## src/rtl/serial_adder.sv

```systemverilog
// Bit-serial WIDTH-bit adder: one full-adder cell and a carry flop iterated over WIDTH clocks,
// with a start/busy/done handshake. Define SERIAL_ADDER_SUB_EN to add the `sub` port (A-B mode).
module serial_adder #(
  parameter int WIDTH = 2
) (
  input  logic             CLKIN,
  input  logic             RESETN,
  input  logic             start,
  input  logic [WIDTH-1:0] A,
  input  logic [WIDTH-1:0] B,
  input  logic             CIN,
`ifdef SERIAL_ADDER_SUB_EN
  input  logic             sub,
`endif
  output logic             busy,
  output logic             done,
  output logic [WIDTH-1:0] O,
  output logic             COUT
);

  localparam int CW = $clog2(WIDTH + 1);

  typedef enum logic [1:0] {IDLE, SHIFT, DONE} state_t;

  state_t           state_q, state_d;
  logic [WIDTH-1:0] a_sr_q, a_sr_d, b_sr_q, b_sr_d;
  logic [WIDTH-1:0] res_q, res_d, o_q, o_d;
  logic [CW-1:0]    cnt_q, cnt_d;
  logic             carry_q, carry_d, busy_q, busy_d, done_q, done_d, cout_q, cout_d;
  logic [WIDTH-1:0] b_ld;
  logic             c_ld, accept, s;

`ifdef SERIAL_ADDER_SUB_EN
  // Subtract as A + ~B + 1; COUT=1 then means no borrow.
  assign b_ld = sub ? ~B : B;
  assign c_ld = sub | CIN;
`else
  assign b_ld = B;
  assign c_ld = CIN;
`endif

  // busy_q stays high through the cycle done is shown, so that edge cannot re-accept.
  assign accept = (state_q == IDLE) && start && !busy_q;
  assign s      = a_sr_q[0] ^ b_sr_q[0] ^ carry_q;

  always_comb begin
    state_d = state_q;
    a_sr_d  = a_sr_q;
    b_sr_d  = b_sr_q;
    res_d   = res_q;
    carry_d = carry_q;
    cnt_d   = cnt_q;
    case (state_q)
      IDLE: begin
        if (accept) begin
          a_sr_d  = A;
          b_sr_d  = b_ld;
          carry_d = c_ld;
          cnt_d   = '0;
          state_d = SHIFT;
        end
      end
      SHIFT: begin
        carry_d           = (a_sr_q[0] & b_sr_q[0]) | (a_sr_q[0] & carry_q) | (b_sr_q[0] & carry_q);
        res_d             = res_q >> 1;
        res_d[WIDTH-1]    = s;
        a_sr_d            = a_sr_q >> 1;
        b_sr_d            = b_sr_q >> 1;
        cnt_d             = cnt_q + CW'(1);
        if (cnt_q == CW'(WIDTH - 1)) state_d = DONE;
      end
      DONE:    state_d = IDLE;
      default: state_d = IDLE;
    endcase
  end

  // Outputs are registered one stage behind the FSM.
  always_comb begin
    done_d = (state_q == DONE);
    o_d    = (state_q == DONE) ? res_q : o_q;
    cout_d = (state_q == DONE) ? carry_q : cout_q;
    busy_d = (state_d != IDLE) || (state_q == DONE);
  end

  always_ff @(posedge CLKIN or negedge RESETN) begin
    if (!RESETN) begin
      state_q <= IDLE;
      a_sr_q  <= '0;
      b_sr_q  <= '0;
      res_q   <= '0;
      carry_q <= 1'b0;
      cnt_q   <= '0;
      busy_q  <= 1'b0;
      done_q  <= 1'b0;
      o_q     <= '0;
      cout_q  <= 1'b0;
    end else begin
      state_q <= state_d;
      a_sr_q  <= a_sr_d;
      b_sr_q  <= b_sr_d;
      res_q   <= res_d;
      carry_q <= carry_d;
      cnt_q   <= cnt_d;
      busy_q  <= busy_d;
      done_q  <= done_d;
      o_q     <= o_d;
      cout_q  <= cout_d;
    end
  end

  assign busy = busy_q;
  assign done = done_q;
  assign O    = o_q;
  assign COUT = cout_q;

endmodule

```

## config.mk

```make
export PLATFORM = sky130hd
export DESIGN_NAME = serial_adder
export DESIGN_NICKNAME = d
export VERILOG_FILES = /design/src/rtl/serial_adder.sv
export SDC_FILE = /design/constraint.sdc
export NUM_CORES = 1
export LEC_CHECK = 0
export ABC_CLOCK_PERIOD_IN_PS = 1700
export CAP_MARGIN = 5
export CORE_UTILIZATION = 49
export CTS_CLUSTER_DIAMETER = 200
export DETAILED_ROUTE_END_ITERATION = 8
export MAX_ROUTING_LAYER = met4
export PLACE_DENSITY = 0.75
export SYNTH_ARGS = -nofsm -noshare
export SYNTH_HDL_FRONTEND = slang
export SYNTH_SLANG_ARGS = --single-unit
```

## constraint.sdc

```tcl
create_clock -name CLKIN -period 1.7 [get_ports CLKIN]
set_input_delay 0.34 -clock CLKIN [delete_from_list [all_inputs] [get_ports CLKIN]]
set_output_delay 0.34 -clock CLKIN [all_outputs]
set_load 0.02 [all_outputs]
```

==> Yosys cells after proc, flatten, opt, wreduce, memory -nomap -nowiden <==
Cells that the tools add are included.
{ "word_totals": {"input_bits": 8, "out_inout_bits": 5, "regBits": 16, "word_cells": 41} }
{ "op_classes": {"muxes": 11, "bitwise": 7, "addsub": 1, "n_reduce_logical": 8, "eq_ne": 4} }
{ "op_table": {"columns": ["cell", "count"], "rows": [
  ["case mux 2 bit (2 select lines)", 4],
  ["2-to-1 mux 2 bit", 5],
  ["equality test 2 x 1 -> 1 bit, second input constant", 2],
  ["nonzero test 2 bit", 2],
  ["bitwise AND 1 bit", 3],
  ["adder 2 x 1 -> 2 bit, second input constant", 1],
  ["equality test 2 bit, second input constant", 1],
  ["logical AND 1 bit", 2],
  ["logical NOT 2 bit", 1],
  ["!= test 2 bit, second input constant", 1],
  ["OR 1 bit", 2],
  ["case mux 1 bit (2 select lines)", 1],
  ["AND reduction 2 bit", 1],
  ["XOR 1 bit", 2],
  ["logical NOT 1 bit", 1],
  ["logical OR 1 bit", 1],
  ["2-to-1 mux 1 bit", 1]
]} }

==> Logic depth before layout (Yosys ltp) <==
Gate-level depths: netlist (run 1).
{ "logic_depth": {"ltp_word": 7, "ltp_mapped": 4, "ltp_nobuf": 4} }

==> Least setup slack after synthesis (run 1) <==
Ideal clock, no wire load.
{ "synth_timing": {"path_type": "flip-flop to flip-flop", "from": "register a_sr_q[0]", "to": "register res_q[1]", "path_stages_with_launch": 3, "path_buffers": 0, "setup_slack_ns": 0.489, "setup_ns": 0.125, "arrival_ns": 1.086, "t_required_ns": 1.575, "cell_sequence": "dfrtp_1 fa_1 mux2_2"} }
{ "synth_via": {"elab_chain_cells": 2} }
{ "synth_lines": {"columns": ["item", "line_no", "rtl"], "rows": [
  ["start, declared", "26", "logic [WIDTH-1:0] a_sr_q, a_sr_d, b_sr_q, b_sr_d;"],
  ["start signal, assigned", "99", "a_sr_q <= a_sr_d;"],
  ["XOR 1 bit (2 in series)", "44", "assign s = a_sr_q[0] ^ b_sr_q[0] ^ carry_q;"],
  ["via s", "31", "logic c_ld, accept, s;"],
  ["end signal, assigned", "101", "res_q <= res_d;"],
  ["end, declared", "27", "logic [WIDTH-1:0] res_q, res_d, o_q, o_d;"]
]} }
The timed path passes the listed nets, and every way through them passes these cells.
A chain may end at the register's enable or synchronous reset.

==> Worst setup path in the final report (run 1) <==
{ "layout_timing": {"from": "register o_q[0] (netlist: O[0])", "to": "output port O[0]"} }
{ "layout_rtl": {"columns": ["item", "line_no", "rtl"], "rows": [
  ["start, declared", "27", null],
  ["start signal, assigned", "95", "o_q <= '0;"],
  ["start signal, assigned", "106", "o_q <= o_d;"],
  ["end, declared", "17", "output logic [WIDTH-1:0] O,"]
]} }
No word-level cell between the ends.

==> results of run 1 <==
==> per-layer routing <==
layer | routed length, um | part of all wire (%) | global-route usage, %
met1 | 625 | 52 | 26.2
met2 | 490 | 41 | 25.0
met3 | 51 | 4.3 | 6.52
met4 | 29 | 2.4 | 10.0
met5 | 0 | 0 | -
==> sequential cells by signal, summed over array words and instances (netlist names) <==
signal and flops:
a_sr_q 2, busy 1, O 2, state_q 2, cnt_q 2, res_q 2
done 1, COUT 1, carry_q 1, b_sr_q 2
==> placed cells by master (no fill, tap or decap), types with 2 or more instances in the layout <==
master	Yosys	layout
a21oi_1	3	3
a22oi_1	3	3
buf_4	1	2
clkbuf_4	0	3
clkdlybuf4s50_1	0	11
dfrtp_1	16	16
inv_1	3	3
mux2_2	4	4
nand2_1	11	11
nor2b_1	3	3
o2bb2ai_1	3	3
==> cells by family (layout without fill, tap and decap cells) <==
family | after synthesis | in the layout | synth area share, %
and+or+nand+nor | 23 | 23 | 17.3
AOI/OAI and AO/OA | 13 | 13 | 13.8
adders and majority gates | 2 | 2 | 4.41
buffers and inverters | 5 | 21 | 4.07
muxes | 4 | 4 | 6.11
DFF | 16 | 16 | 54.3
==> per-stage QoR <==
step / setup WS, ns / util (%)
6_report: 0.126 / 67.5
4_1_cts: 0.0372 / 67.3
5_1_grt: 0.0435 / 67.5
3_3_place_gp: 0.183 / 64.6
2_1_floorplan: 0.489 / -
3_5_place_dp: 0.156 / 64.6
==> area by class of cell <==
cell class / instances / share of cell area [%]
sequential: 16 / 44.0
multi-input combinational: 42 / 33.7
timing repair buffer: 14 / 15.1
clock buffer: 4 / 3.98
tap: 15 / 2.06
inverter: 3 / 1.24
==> worst paths after layout <==
path | endpoint | slack (ns) | from | cells after the start
max | O[0] | 0.13 | O[0] | 1
min | O[0] | 0.36 | RESETN | 2
max reg2reg | res_q[1] | 0.37 | state_q[1] | 2
min reg2reg | O[1] | 0.48 | O[1] | 2
max in group asynchronous | res_q[1] | 1.17 | RESETN | 2
min in group CLKIN | O[1] | 0.48 | O[1] | 2
==> power breakdown <==
part / total (mW) / internal (mW) / switching (mW)
Clock: 0.251 / 0.130 / 0.121
Sequential: 0.671 / 0.543 / 0.128
Combinational: 0.658 / 0.350 / 0.308
==> key figures, run 1 <==
Synth
  – Register area share after synthesis: 54.3%
  – Synth cell count leaders: dfrtp_1, nand2_1, mux2_2
  – Area contributors post-synth: dfrtp_1, mux2_2, nand2_1, o2bb2ai_1, a22oi_1
  – Mean Syn Cell Area: 11.7 sq um
  – Post-synth EDFFs: 0
  – Ys async rst share: 100%
  – Synth warnings: 0
  – Count of different cell masters after synthesis: 25
  – Mapped Area: 737 sq um
  – Synth Register Bits: 16
  – Syn nets: 73
  – Top_reg_cell synth: dfrtp_1
  – Cell with the most instances after synthesis: dfrtp_1
  – Top-area cell type share of the netlist area: 54.3%
  – Dominant cell type by area after synthesis: dfrtp_1
  – Mapped Cells: 63

STA
  – Final Hold Viols: 0
  – Tightest Pin Transition: 0.373 ns
  – RSZ-0062 raised after global routing: false
  – Hold WS: 0.359 ns
  – Max-Slew Margin vs Limit: 75.1%
  – Final period utilization: 92.6%
  – Min Tclk post-route: 1.57 ns
  – Fmax: 635 MHz
  – Final setup TNS: 0 ns
  – Setup Viol. Count Final: 0
  – Max Clock Skew: 0.000767 ns
  – Pins Over Slew Limit: 0

Clocking
  – Clk_lat worst skew: 0.28 ns
  – CTS HTree Levels: 1
  – Max Root-Sink Buffers: 2
  – CTS tree: yes
  – Postcts setup bufs: 0
  – CTS sink count: 16
  – Clock Pin Slew Worst Setup and Hold Paths: 0.09 ns
  – Total CTS buffers: 3
  – Clk Tree Root Cell: clkbuf_4
  – Post-CTS Hold Buffers: 0
  – Post_cts resized: 0

Detailed routing
  – Routed WL: 1.20 mm
  – Iter 0 DRT Violations: 14
  – DRC: 0
  – Post-detailed-route via-to-cell ratio: 5.62
  – Wire per inst: 12.7 um
  – Antenna viol nets, final: 0
  – Vias: 528
  – Pre-Repair DR Iteration Count: 4

Power
  – Static leakage: 0.427 nW
  – Pwr Density: 1730 mW/mm^2
  – Worst ir drop on vdd: 1.11 mV
  – Total chip power: 1.58 mW

GRT
  – Pin count of the biggest net entering global routing: 17
  – First-pass GRT wire length: 1.93 mm
  – Antenna violations before repair: 0
  – Total Routing Usage GR: 19.3%
  – Vias in the first global route: 450
  – Grt ovf: 0

Floorplanning
  – Core area: 0.00135 sq mm
  – Die Area: 0.00166 sq mm
  – Starting density of the core: 54.6%
  – I/O pin cnt: 13
  – Die height: 40.8 um
  – Die W: 40.8 um
  – # rows: 13

Critical path
  – CP delay by family, top: buffers and inverters
  – Crit path DAT: 1.23 ns
  – Buf/Inv on CP: 1
  – Worst path max stage delay: 0.60 ns
  – Crit-path cells: clkdlybuf4s50_1
  – Crit path launch type: flop
  – Worst EP required: 1.36 ns
  – Critical path's slowest cell: clkdlybuf4s50_1
  – CP Max Fanout: 2
  – Critical path class: reg -> out
  – Nature of the critical path endpoint: output port

Finish
  – Area used by multi-input combinational logic: 307 sq um
  – Register area: 400 sq um
  – Ant. Diodes: 0
  – Final nets: 90
  – Fill cells: 112
  – Design area: 911 sq um
  – Syn-to-layout area delta: 23.6%
  – Layout cells sized above 1: 16.5%
  – Non-Filler Instances: 94

Place
  – I/O Buffers: 12
  – Placed cells: 90
  – Area after DPL: 872 sq um
  – DP HPWL: 908 um
  – Placer's final routability congestion estimate: 0.728

Flow run
  – Max cap viols: 0

Min path
  – HP Class: in -> async

Status
  – Outcome: finished clean
(Power assumes the default switching activity.)
==> inputs of run 2 (changes only) <==
--- a/config.mk
+++ b/config.mk
@@ -5,13 +5,15 @@
 export SDC_FILE = /design/constraint.sdc
 export NUM_CORES = 1
 export LEC_CHECK = 0
+export ABC_AREA = 1
 export ABC_CLOCK_PERIOD_IN_PS = 1700
 export CAP_MARGIN = 5
-export CORE_UTILIZATION = 49
+export CORE_MARGIN = 2
+export CORE_UTILIZATION = 48
 export CTS_CLUSTER_DIAMETER = 200
 export DETAILED_ROUTE_END_ITERATION = 8
 export MAX_ROUTING_LAYER = met4
-export PLACE_DENSITY = 0.75
+export PLACE_DENSITY = 0.74
 export SYNTH_ARGS = -nofsm -noshare
 export SYNTH_HDL_FRONTEND = slang
 export SYNTH_SLANG_ARGS = --single-unit
==> run 2 against run 1 <==
Net effect: utilization decreased by 3.5 points; global-route usage fell by 2.7 points; non-clock buffer count decreased by 1; clock skew rose by 0.011 ns; clock power is 22% lower; synthesized cell count rose by 24%; critical path type unchanged; highest routed layer unchanged.
==> key figures, run 2 <==
Synth
  – Area contributors post-synth: dfrtp_1, nand2_1, nand3_1, inv_1, fa_1
  – Dominant cell type by area after synthesis: dfrtp_1
  – Register area share after synthesis: 57.1% (+2.8 points)
  – Synth cell count leaders: nand2_1, dfrtp_1, nand3_1
  – Cell with the most instances after synthesis: nand2_1
  – Syn nets: 88 (+21%)
  – Top-area cell type share of the netlist area: 57.1% (+2.8 points)
  – Post-synth EDFFs: 0 (unchanged)
  – Count of different cell masters after synthesis: 13 (-48%)
  – Mapped Area: 701 sq um (-4.9%)
  – Ys async rst share: 100% (unchanged)
  – Mean Syn Cell Area: 8.98 sq um (-23%)
  – Synth warnings: 0 (unchanged)
  – Synth Register Bits: 16 (unchanged)
  – Mapped Cells: 78 (+24%)
  – Top_reg_cell synth: dfrtp_1

Detailed routing
  – Vias: 526 (-0.38%)
  – Routed WL: 1.17 mm (-2.5%)
  – Iter 0 DRT Violations: 10 (-4)
  – Wire per inst: 10.9 um (-14%)
  – Antenna viol nets, final: 0 (unchanged)
  – Post-detailed-route via-to-cell ratio: 4.92 (-12%)
  – Pre-Repair DR Iteration Count: 4 (unchanged)
  – DRC: 0 (unchanged)

STA
  – RSZ-0062 raised after global routing: false
  – Final Hold Viols: 0 (unchanged)
  – Tightest Pin Transition: 0.323 ns (-0.0504 ns)
  – Min Tclk post-route: 1.59 ns (+0.0161 ns)
  – Setup Viol. Count Final: 0 (unchanged)
  – Max Clock Skew: 0.0120 ns (+0.0113 ns)
  – Pins Over Slew Limit: 0 (unchanged)
  – Max-Slew Margin vs Limit: 78.4% (+3.3 points)
  – Final period utilization: 93.6% (+0.95 points)
  – Final setup TNS: 0 ns (unchanged)
  – Final worst slack: 0.110 ns (-0.0162 ns)
  – Fmax: 629 MHz (-1.0%)

Clocking
  – Clk_lat worst skew: 0.28 ns (about the same)
  – CTS HTree Levels: 1 (unchanged)
  – Clk Tree Root Cell: clkbuf_4
  – Clock Pin Slew Worst Setup and Hold Paths: 0.09 ns (about the same)
  – Total CTS buffers: 3 (unchanged)
  – Postcts setup bufs: 0 (unchanged)
  – Post-CTS Hold Buffers: 0 (unchanged)
  – Post_cts resized: 0 (unchanged)
  – CTS tree: yes
  – CTS sink count: 16 (unchanged)
  – Max Root-Sink Buffers: 2 (unchanged)

Critical path
  – Crit-path cells: clkdlybuf4s50_1
  – Crit path DAT: 1.25 ns (+0.02 ns)
  – Nature of the critical path endpoint: output port
  – CP delay by family, top: buffers and inverters
  – CP Max Fanout: 2 (unchanged)
  – Buf/Inv on CP: 1 (unchanged)
  – Crit path launch type: flop
  – Worst EP required: 1.36 ns (about the same)
  – Worst path max stage delay: 0.60 ns (about the same)
  – Critical path's slowest cell: clkdlybuf4s50_1
  – Critical path class: reg -> out

GRT
  – Vias in the first global route: 514 (+14%)
  – First-pass GRT wire length: 2.10 mm (+8.9%)
  – Antenna violations before repair: 0 (unchanged)
  – Total Routing Usage GR: 16.6% (-2.7 points)
  – Pin count of the biggest net entering global routing: 21 (+4)
  – Grt ovf: 0 (unchanged)

Place
  – I/O Buffers: 12 (unchanged)
  – Place WS: 0.212 ns (+0.0559 ns)
  – Area after DPL: 831 sq um (-4.7%)
  – Placer's final routability congestion estimate: 0.758 (+4.2%)
  – DP HPWL: 893 um (-1.6%)

Flow run
  – Max cap viols: 0 (unchanged)

Power
  – Seq pwr share: 44.1% (+1.6 points)
  – Pwr Density: 1770 mW/mm^2 (+2.3%)
  – Internal: 908 uW (-11%)
  – Worst ir drop on vdd: 0.914 mV (-17%)
  – Switching power share of the total: 40.1% (+4.8 points)
  – Net Switching: 606 uW (+8.9%)
  – Comb power frac: 43.0% (+1.4 points)
  – Clock power share: 12.9% (-3.0 points)
  – Static leakage: 0.447 nW (+4.6%)

Finish
  – Fill cells: 122 (+8.9%)
  – Layout cells sized above 1: 7.61% (-8.8 points)
  – Area used by multi-input combinational logic: 258 sq um (-16%)
  – Most frequent cells in the layout: nand2_1, dfrtp_1, nand3_1
  – Syn-to-layout area delta: 21.8%
  – Final nets: 104 (+16%)
  – Design area: 853 sq um (-6.3%)
  – Commonest non-fill, non-tap cell in the layout: nand2_1
  – Register area: 400 sq um (unchanged)
  – Util after Layout: 64.0% (-3.5 points)
  – Ant. Diodes: 0 (unchanged)

Floorplanning
  – Die W: 42.2 um (+3.5%)
  – Core area: 0.00133 sq mm (-1.2%)
  – I/O pin cnt: 13 (unchanged)
  – Starting density of the core: 52.5% (-2.1 points)
  – Die height: 42.2 um (+3.5%)
  – Die Area: 0.00178 sq mm (+7.1%)
  – # rows: 13 (unchanged)

Status
  – Outcome: finished clean

Min path
  – HP Class: in -> async
[run 2: cell count changes after synthesis, moves of 4 or more]
| cell | delta |
|---|---|
| nand2_1 | +14 |
| mux2_2 | -4 |
| inv_1 | +4 |
| nand3_1 | +13 |
[run 2: kinds of logic (layout without fill, tap and decap cells)]
kind of cell             count (synthesis)  after routing  synth area share (%)
AO/OA/AOI/OAI                            4              4                  2.86
adder cells (fa/ha/maj)                  2              2                  4.64
buffers and inverters                    9             23                  6.07
flip-flops                              16             16                  57.1
AND/OR/NAND/NOR                         47             47                  29.3
[run 2: power groups by stage]
stage	Sequential, mW	Clock [mW]	Combinational (mW)
finish	0.668	0.195	0.651
detailed placement	0.676	0	0.664
global placement	0.668	0	0.645
floorplan	0.717	0	0.430
CTS	0.670	0.198	0.667
global route	0.690	0.210	0.750
[run 2: area by class of cell]
class / count / area share [%]
well taps: 15 / 2.20
multi-input cells: 53 / 30.2
flip-flops and latches: 16 / 46.9
clock buffers: 3 / 2.64
repair buffers: 13 / 15.0
inverters: 7 / 3.08
[run 2: per-layer routing]
metal,part of all wire (%),routed length [um],vias to the layer above,GRT usage [%]
li1,-,-,275,-
met1,45,521,234,18.4
met2,48,564,13,27.1
met3,5.2,61,4,3.88
met4,1.7,20,0,9.38
met5,0,0,-,-
[run 2: through the flow]
step	hold slack [ns]	std cells	total power, mW
after CTS	0.382	107	1.53
final	0.371	107	1.51
after detailed placement	0.465	104	1.34
after global routing	0.406	107	1.65
after global placement	0.462	104	1.31
after floorplan	0.0444	78	1.15
[run 2: path summary, 6_finish.rpt]
kind                       slack [ns]        end  cells past startpoint       from
setup / recovery                 0.11       O[0]                      1       O[0]
hold / removal                   0.37  b_sr_q[1]                      2     RESETN
setup reg to reg                 0.53    carry_q                      5  a_sr_q[0]
hold reg to reg                  0.48       COUT                      2       COUT
max in group asynchronous        1.14       COUT                      2     RESETN
min in group CLKIN               0.48       COUT                      2       COUT
